--- src/rtl/step_seq_pkg.sv ---
// Shared definitions for the microstep sequencer.
//   - Default widths for the step counter, opcode and flag vector.
//   - Control ROM address field offsets. The address is packed as
//     {step, flags, ext_page, opcode}, with the opcode in the LSBs.
package step_seq_pkg;

  localparam int DEF_STEP_W = 4;
  localparam int DEF_OPC_W  = 8;
  localparam int DEF_FLAG_W = 4;

  // The opcode always starts at bit 0.
  localparam int OPC_LSB = 0;

  // The extended-page bit sits directly above the opcode field.
  function automatic int ext_lsb(input int opc_w);
    return opc_w;
  endfunction

  // The flag field sits above the extended-page bit.
  function automatic int flags_lsb(input int opc_w);
    return opc_w + 1;
  endfunction

  // The microstep occupies the MSBs.
  function automatic int step_lsb(input int opc_w, input int flag_w);
    return opc_w + flag_w + 1;
  endfunction

  function automatic int rom_addr_w(input int step_w, input int opc_w, input int flag_w);
    return step_w + flag_w + 1 + opc_w;
  endfunction

  // Default field offsets and total width (17 bits).
  localparam int DEF_EXT_LSB    = ext_lsb(DEF_OPC_W);
  localparam int DEF_FLAGS_LSB  = flags_lsb(DEF_OPC_W);
  localparam int DEF_STEP_LSB   = step_lsb(DEF_OPC_W, DEF_FLAG_W);
  localparam int DEF_ROM_ADDR_W = rom_addr_w(DEF_STEP_W, DEF_OPC_W, DEF_FLAG_W);

endpackage

--- src/rtl/step_counter.sv ---
// Synchronous binary counter modelled on the 74x161.
// Ports:
//   clk    - clock, all updates on the rising edge
//   rst    - synchronous active-high reset, clears q
//   d      - parallel load value
//   load_n - active-low synchronous load, overrides counting
//   cep    - count enable (parallel)
//   cet    - count enable (trickle); also gates tc
//   q      - counter value
//   tc     - terminal count: q is all-ones and cet is high
module step_counter #(
  parameter int W = 4
) (
  input  logic         clk,
  input  logic         rst,
  input  logic [W-1:0] d,
  input  logic         load_n,
  input  logic         cep,
  input  logic         cet,
  output logic [W-1:0] q,
  output logic         tc
);

  logic [W-1:0] q_reg;

  // Load beats counting regardless of the enables. Counting wraps naturally
  // from all-ones to zero.
  always_ff @(posedge clk) begin
    if (rst) begin
      q_reg <= '0;
    end else if (!load_n) begin
      q_reg <= d;
    end else if (cep && cet) begin
      q_reg <= q_reg + 1'b1;
    end
  end

  assign q  = q_reg;
  assign tc = (&q_reg) & cet;

endmodule

--- src/rtl/step_sequencer.sv ---
// Microstep sequencer: steps through microinstructions, tracks the extended
// opcode page and forms the control ROM address.
// Ports:
//   clk          - clock
//   rst          - synchronous active-high reset
//   opcode       - current instruction opcode
//   flags        - ALU flags
//   step_reset_n - active-low, restarts the microstep sequence and ends the
//                  extended page
//   step_ext     - active-high, requests the extended opcode page (also stalls
//                  the step counter for that cycle)
//   ctrl_en_n    - active-low, enables control-word drive and step counting
//   step         - current microstep
//   ext_page     - extended-page bit
//   tc           - step counter terminal count
//   rom_addr     - control ROM address {step, flags, ext_page, opcode}
//   cword_oe     - control-word output enable
module step_sequencer
  import step_seq_pkg::*;
#(
  parameter int STEP_W = DEF_STEP_W,
  parameter int OPC_W  = DEF_OPC_W,
  parameter int FLAG_W = DEF_FLAG_W
) (
  input  logic                          clk,
  input  logic                          rst,
  input  logic [OPC_W-1:0]              opcode,
  input  logic [FLAG_W-1:0]             flags,
  input  logic                          step_reset_n,
  input  logic                          step_ext,
  input  logic                          ctrl_en_n,
  output logic [STEP_W-1:0]             step,
  output logic                          ext_page,
  output logic                          tc,
  output logic [STEP_W+FLAG_W+OPC_W:0]  rom_addr,
  output logic                          cword_oe
);

  localparam int EXT_LSB   = ext_lsb(OPC_W);
  localparam int FLAGS_LSB = flags_lsb(OPC_W);
  localparam int STEP_LSB  = step_lsb(OPC_W, FLAG_W);

  logic ext_pending_n_reg;
  logic ext_pending_n_next;
  logic ext_page_reg;

  // Step counter: step reset loads zero, step_ext stalls counting through the
  // parallel enable, ctrl_en_n gates both counting and tc through the
  // trickle enable.
  step_counter #(
    .W(STEP_W)
  ) u_step_counter (
    .clk    (clk),
    .rst    (rst),
    .d      ('0),
    .load_n (step_reset_n),
    .cep    (!step_ext),
    .cet    (!ctrl_en_n),
    .q      (step),
    .tc     (tc)
  );

  // Pending flag is active-low: a step_ext request clears it, a step reset
  // sets it, and the step reset wins when both arrive together.
  always_comb begin
    ext_pending_n_next = (!step_reset_n) | (!step_ext & ext_pending_n_reg);
  end

  // ext_page follows the pending flag one cycle later, so a page request
  // becomes visible on the second edge and a step reset ends it likewise.
  always_ff @(posedge clk) begin
    if (rst) begin
      ext_pending_n_reg <= 1'b1;
      ext_page_reg      <= 1'b0;
    end else begin
      ext_pending_n_reg <= ext_pending_n_next;
      ext_page_reg      <= !ext_pending_n_reg;
    end
  end

  assign ext_page = ext_page_reg;
  assign cword_oe = !ctrl_en_n;

  // ROM address assembly using the shared field offsets.
  genvar gi;
  generate
    for (gi = 0; gi < OPC_W; gi++) begin : g_opc_field
      assign rom_addr[OPC_LSB + gi] = opcode[gi];
    end
    for (gi = 0; gi < FLAG_W; gi++) begin : g_flag_field
      assign rom_addr[FLAGS_LSB + gi] = flags[gi];
    end
    for (gi = 0; gi < STEP_W; gi++) begin : g_step_field
      assign rom_addr[STEP_LSB + gi] = step[gi];
    end
  endgenerate

  assign rom_addr[EXT_LSB] = ext_page_reg;

endmodule

--- config.mk ---
export PLATFORM = sky130hd
export DESIGN_NAME = step_sequencer
export DESIGN_NICKNAME = d
export VERILOG_FILES = /design/src/rtl/step_seq_pkg.sv /design/src/rtl/step_counter.sv /design/src/rtl/step_sequencer.sv
export SDC_FILE = /design/constraint.sdc
export NUM_CORES = 1
export LEC_CHECK = 0
export BUFFER_PORTS_ARGS = -buffer_cell sky130_fd_sc_hd__clkbuf_2
export CAP_MARGIN = 20
export CORE_AREA = 3 3 40 42
export CTS_CLUSTER_DIAMETER = 40
export DETAILED_ROUTE_END_ITERATION = 16
export DIE_AREA = 0 0 43 45
export GPL_ROUTABILITY_DRIVEN = 0
export PLACE_DENSITY = 0.7
export RECOVER_POWER = 100
export SETUP_SLACK_MARGIN = 0.2
export SYNTH_ARGS = -nofsm -noshare
export SYNTH_HDL_FRONTEND = slang
export SYNTH_HIERARCHICAL = 1
export SYNTH_SLANG_ARGS = --single-unit
export TNS_END_PERCENT = 50
--- constraint.sdc ---
create_clock -name clk -period 2.8 [get_ports clk]
set_clock_uncertainty 0.1 [all_clocks]
set_input_delay 0.14 -clock clk [delete_from_list [all_inputs] [get_ports clk]]
set_output_delay 0.14 -clock clk [all_outputs]
set_load 0.02 [all_outputs]
# After elaboration in Yosys (flattened, before gate mapping)
# Cells that the tools add are included.
[classes] n_addsub=1 mul=0 n_div=0 muxes=0 magnitude_cmp=0 n_eq_ne=0 shift=0 bitwise_logic=4 n_reduce_logical=7
[ops] operator="$add A4 B1 Y4 const B" count=1
[ops] operator="$logic_not A1 Y1" count=4
[ops] operator="$reduce_and A4 Y1" count=1
[ops] operator="$and A1 B1 Y1" count=2
[ops] operator="$reduce_or A2 Y1" count=1
[ops] operator="$logic_and A1 B1 Y1" count=1
[ops] operator="$not A1 Y1" count=1
[ops] operator="$or A1 B1 Y1" count=1
[word_totals] ff_bits=6 memories=0 input_bits=17 rom_bits=0 ram_bits=0 latchBits=0

# Depth between registers and ports, before layout
[depth] ltp_word=3 ltp_mapped=4 ltp_nobuf=4

# Cells and area by module
# The synthesis kept the hierarchy.
[by_module_without_submodules] module="step_counter" area_per_inst_um2=207.7 seq_area_each_um2=80.1 cells_each=24 n_inst=1
[by_module_without_submodules] module="step_sequencer" area_per_inst_um2=195.2 seq_area_each_um2=40.0 cells_each=25 n_inst=1

# Worst setup path after synthesis
# Ideal clock, no wire load.
[synth_timing] kind="register -> register" from="register u_step_counter.q_reg[0], in the netlist u_step_counter/q[0]" to="register u_step_counter.q_reg[3], in the netlist u_step_counter/q[3]" path_slack_ps=1480 path_buffers=0 stages_incl_launch_ff=4 synth_period_minus_slack_ps=1320 t_arrival_ps=1130 required_ps=2609 path_cell_list="dfxtp_1 > nand3_1 > or3_1 > a311oi_1"
[synth_via] elab_chain_cells=1
[synth_rtl] element="start: declaration" line_no="step_counter.sv:24" rtl="logic [W-1:0] q_reg;"
[synth_rtl] element="start signal: assignment" line_no="step_counter.sv:34" rtl="q_reg <= q_reg + 1'b1;"
[synth_rtl] element="$add A4 B1 Y4" line_no="step_counter.sv:34"
# No other way between the ends.
# A chain may end at the register's enable or synchronous reset.

# Worst setup path in the final report
[layout_timing] from="register u_step_counter.q_reg[0], in the netlist u_step_counter/q[0]" to="output tc"
[layout_via] elab_chain_cells=2
[layout_rtl] element="$reduce_and A4 Y1" line_no="step_counter.sv:39" rtl="assign tc = (&q_reg) & cet;"
[layout_rtl] element="$and A1 B1 Y1" line_no="step_counter.sv:39"
[layout_rtl] element="end: declaration" line_no="step_sequencer.sv:34" rtl="output logic tc,"
# No other way between the ends.

==> key figures <==
Clock network
  • CTS Sinks: 6
  • Total CTS buffers: 3
  • Worst-skew pair later-pin latency: about 0.24 ns
  • Post-CTS sizing: 0
  • Hold-fix buffers, CTS: 0
  • Clk buf depth: 2
  • Setup bufs post-CTS: 0
  • Root buf cell: clkbuf_4
  • CTS tree: built
  • H-tree depth: 1
  • Clk slew on worst S/H paths: ~0.050 ns

Placement
  • Port bufs: 16
  • Post-DP HPWL: approximately 550 µm
  • Inst Count DP: 65

Layout
  • Max FFs per register: 4
  • Ant. Diodes: 0
  • Area Overhead vs Synth: -3.42%
  • Layout fillers: 153
  • Nets@finish: 73
  • Non-Filler Instances: a little under 70
  • Share of cells above drive strength 1: between 10% and 20%

Pwr
  • Power Density: ~560 nW/µm²
  • Leakage: approximately 0.17 nW
  • VDD IR max: approximately 0.00011 V

Setup path
  • WP data required: 2.56 ns
  • Crit Path Category: register to output pin
  • Worst path arrival time: between 1 and 1.5 ns
  • Worst-path fanout max: 5
  • Setup crit start kind: register
  • Critical path capture point type: output pin

Synth
  • Netlist cell types: 17
  • Post-synthesis sequential area ratio: between 20% and 30%
  • Seq cells post-synth: 6
  • Yosys warns: 6
  • Mean post-synth cell area: 8.22 µm²
  • Cell count after synthesis: 49
  • Synth Cell Area: around 400 µm²

Global routing
  • GR Util All Layers: ~8.1%
  • Largest net degree at the start of global routing: 10
  • Global-route wire length before repair: between 1000 and 1500 µm
  • Initial antenna violation count: 0
  • Grt total ovfl: 0
  • Vias in the first global route: between 200 and 300

Detailed routing
  • WL per Instance: 10.2 µm
  • Initial DRC count: 0
  • Via density: between 4 and 5
  • 1st-pass router iterations: 1
  • Via count: about 290
  • Final WL: roughly 690 µm
  • Final ANT Viol Nets: 0
  • # DRC: 0

Floorplan
  • Die Span Y: approximately 45 µm
  • # IOs: between 40 and 50
  • Die area: around 1900 µm²
  • Row cnt: 13
  • Core Area: 1280 µm²
  • Starting Density: 31.4%
  • Die X: ~43 µm

Run status
  • Status: complete, no violations

STA
  • Pins Over Slew Limit: 0
  • RSZ-0062 raised after global routing: no
  • Setup TNS: 0 ns
  • Final setup fails: 0
  • Final Cycle Share: about 54%
  • Fin crit period: around 1.5 ns
  • Fmax: around 660 MHz
  • Final hold viol count: 0

Hold path
  • Hold Crit Class: input pin to register

Job
  • Max Cap Viol: 0
power by group:
group | switching [W] | internal [W]
clock network | 0.0000308 | 0.0000485
registers | 0.00000577 | 0.0000914
logic | 0.0000277 | 0.0000123
total | 0.0000642 | 0.000152
synth_stat cells, drive strengths merged:
cell type	instances	area, µm²
a211o	1	8.76
a211oi	2	15.0
a311oi	2	17.5
and4	1	10.0
buf	17	128
clkbuf	1	3.75
conb	1	3.75
dfxtp	6	120
ha	1	12.5
inv	3	11.3
nand2	2	10.0
nand3	3	15.0
nor2	5	18.8
o21ai	1	5.00
or3	1	6.26
xor2	2	17.5
metrics by stage:
stage / hold slack (ns) / util (%) / area, µm² / setup WS (ns) / power [W]
final: 0.0423 / 30.3 / 389 / 1.28 / 0.000216
after global routing: 0.0414 / 30.3 / 389 / 1.20 / 0.000231
after CTS: 0.0393 / 31.5 / 404 / 1.33 / 0.000222
after detailed placement: 0.180 / 29.7 / 382 / 1.55 / 0.000142
after global placement: 0.180 / 29.7 / 382 / 1.57 / 0.000141
after floorplan: 0.107 / - / 414 / 1.48 / 0.000157
logic make-up (layout without fill, tap and decap cells):
logic type | count (synthesis) | after routing | synth area share [%]
other | 1 | 4 | 0.931
adder cells (fa/ha/maj) | 1 | 1 | 3.11
flip-flops | 6 | 6 | 29.8
AO/OA/AOI/OAI | 6 | 6 | 11.5
buffers and inverters | 21 | 22 | 35.4
XOR/XNOR | 2 | 2 | 4.35
AND/OR/NAND/NOR | 12 | 12 | 14.9
layer usage:
layer	GRT usage, %	wire length (µm)	vias to the layer above
li1	-	-	150
met1	7.73	279	123
met2	11.7	314	13
met3	5.58	92	2
met4	7.23	6	0
met5	0	0	-
final cells by class:
| type | count | area (µm²) | area share (%) |
|---|---|---|---|
| multi-input cells | 25 | 151 | 38.9 |
| inverters | 3 | 11.3 | 2.89 |
| well taps | 15 | 18.8 | 4.82 |
| flip-flops and latches | 6 | 120 | 30.9 |
| clock buffers | 3 | 22.5 | 5.79 |
| repair buffers | 16 | 65.1 | 16.7 |
layout by cell type, fill, tap and decap left out, drive strengths merged, types with 2 or more instances in the layout:
| master | instances |
|---|---|
| a211oi | 2 |
| a311oi | 2 |
| clkbuf | 19 |
| conb | 4 |
| dfxtp | 6 |
| inv | 3 |
| nand2 | 2 |
| nand3 | 3 |
| nor2 | 5 |
| xor2 | 2 |
worst max-delay path, stage by stage (launching register included):
cell	delay (ns)
dfxtp_1	0.40
ha_1	0.20
and4_2	0.21
clkbuf_1	0.23
worst paths after layout:
path / cells past startpoint / startpoint / slack, ns / to
min reg2reg: 1 / ext_pending_n_reg / 0.31 / ext_page
max reg2reg: 4 / u_step_counter/q[0] / 1.56 / u_step_counter/q[2]
max: 3 / u_step_counter/q[0] / 1.28 / tc
min: 2 / rst / 0.04 / ext_page
Power figures use the tool's default switching activity.
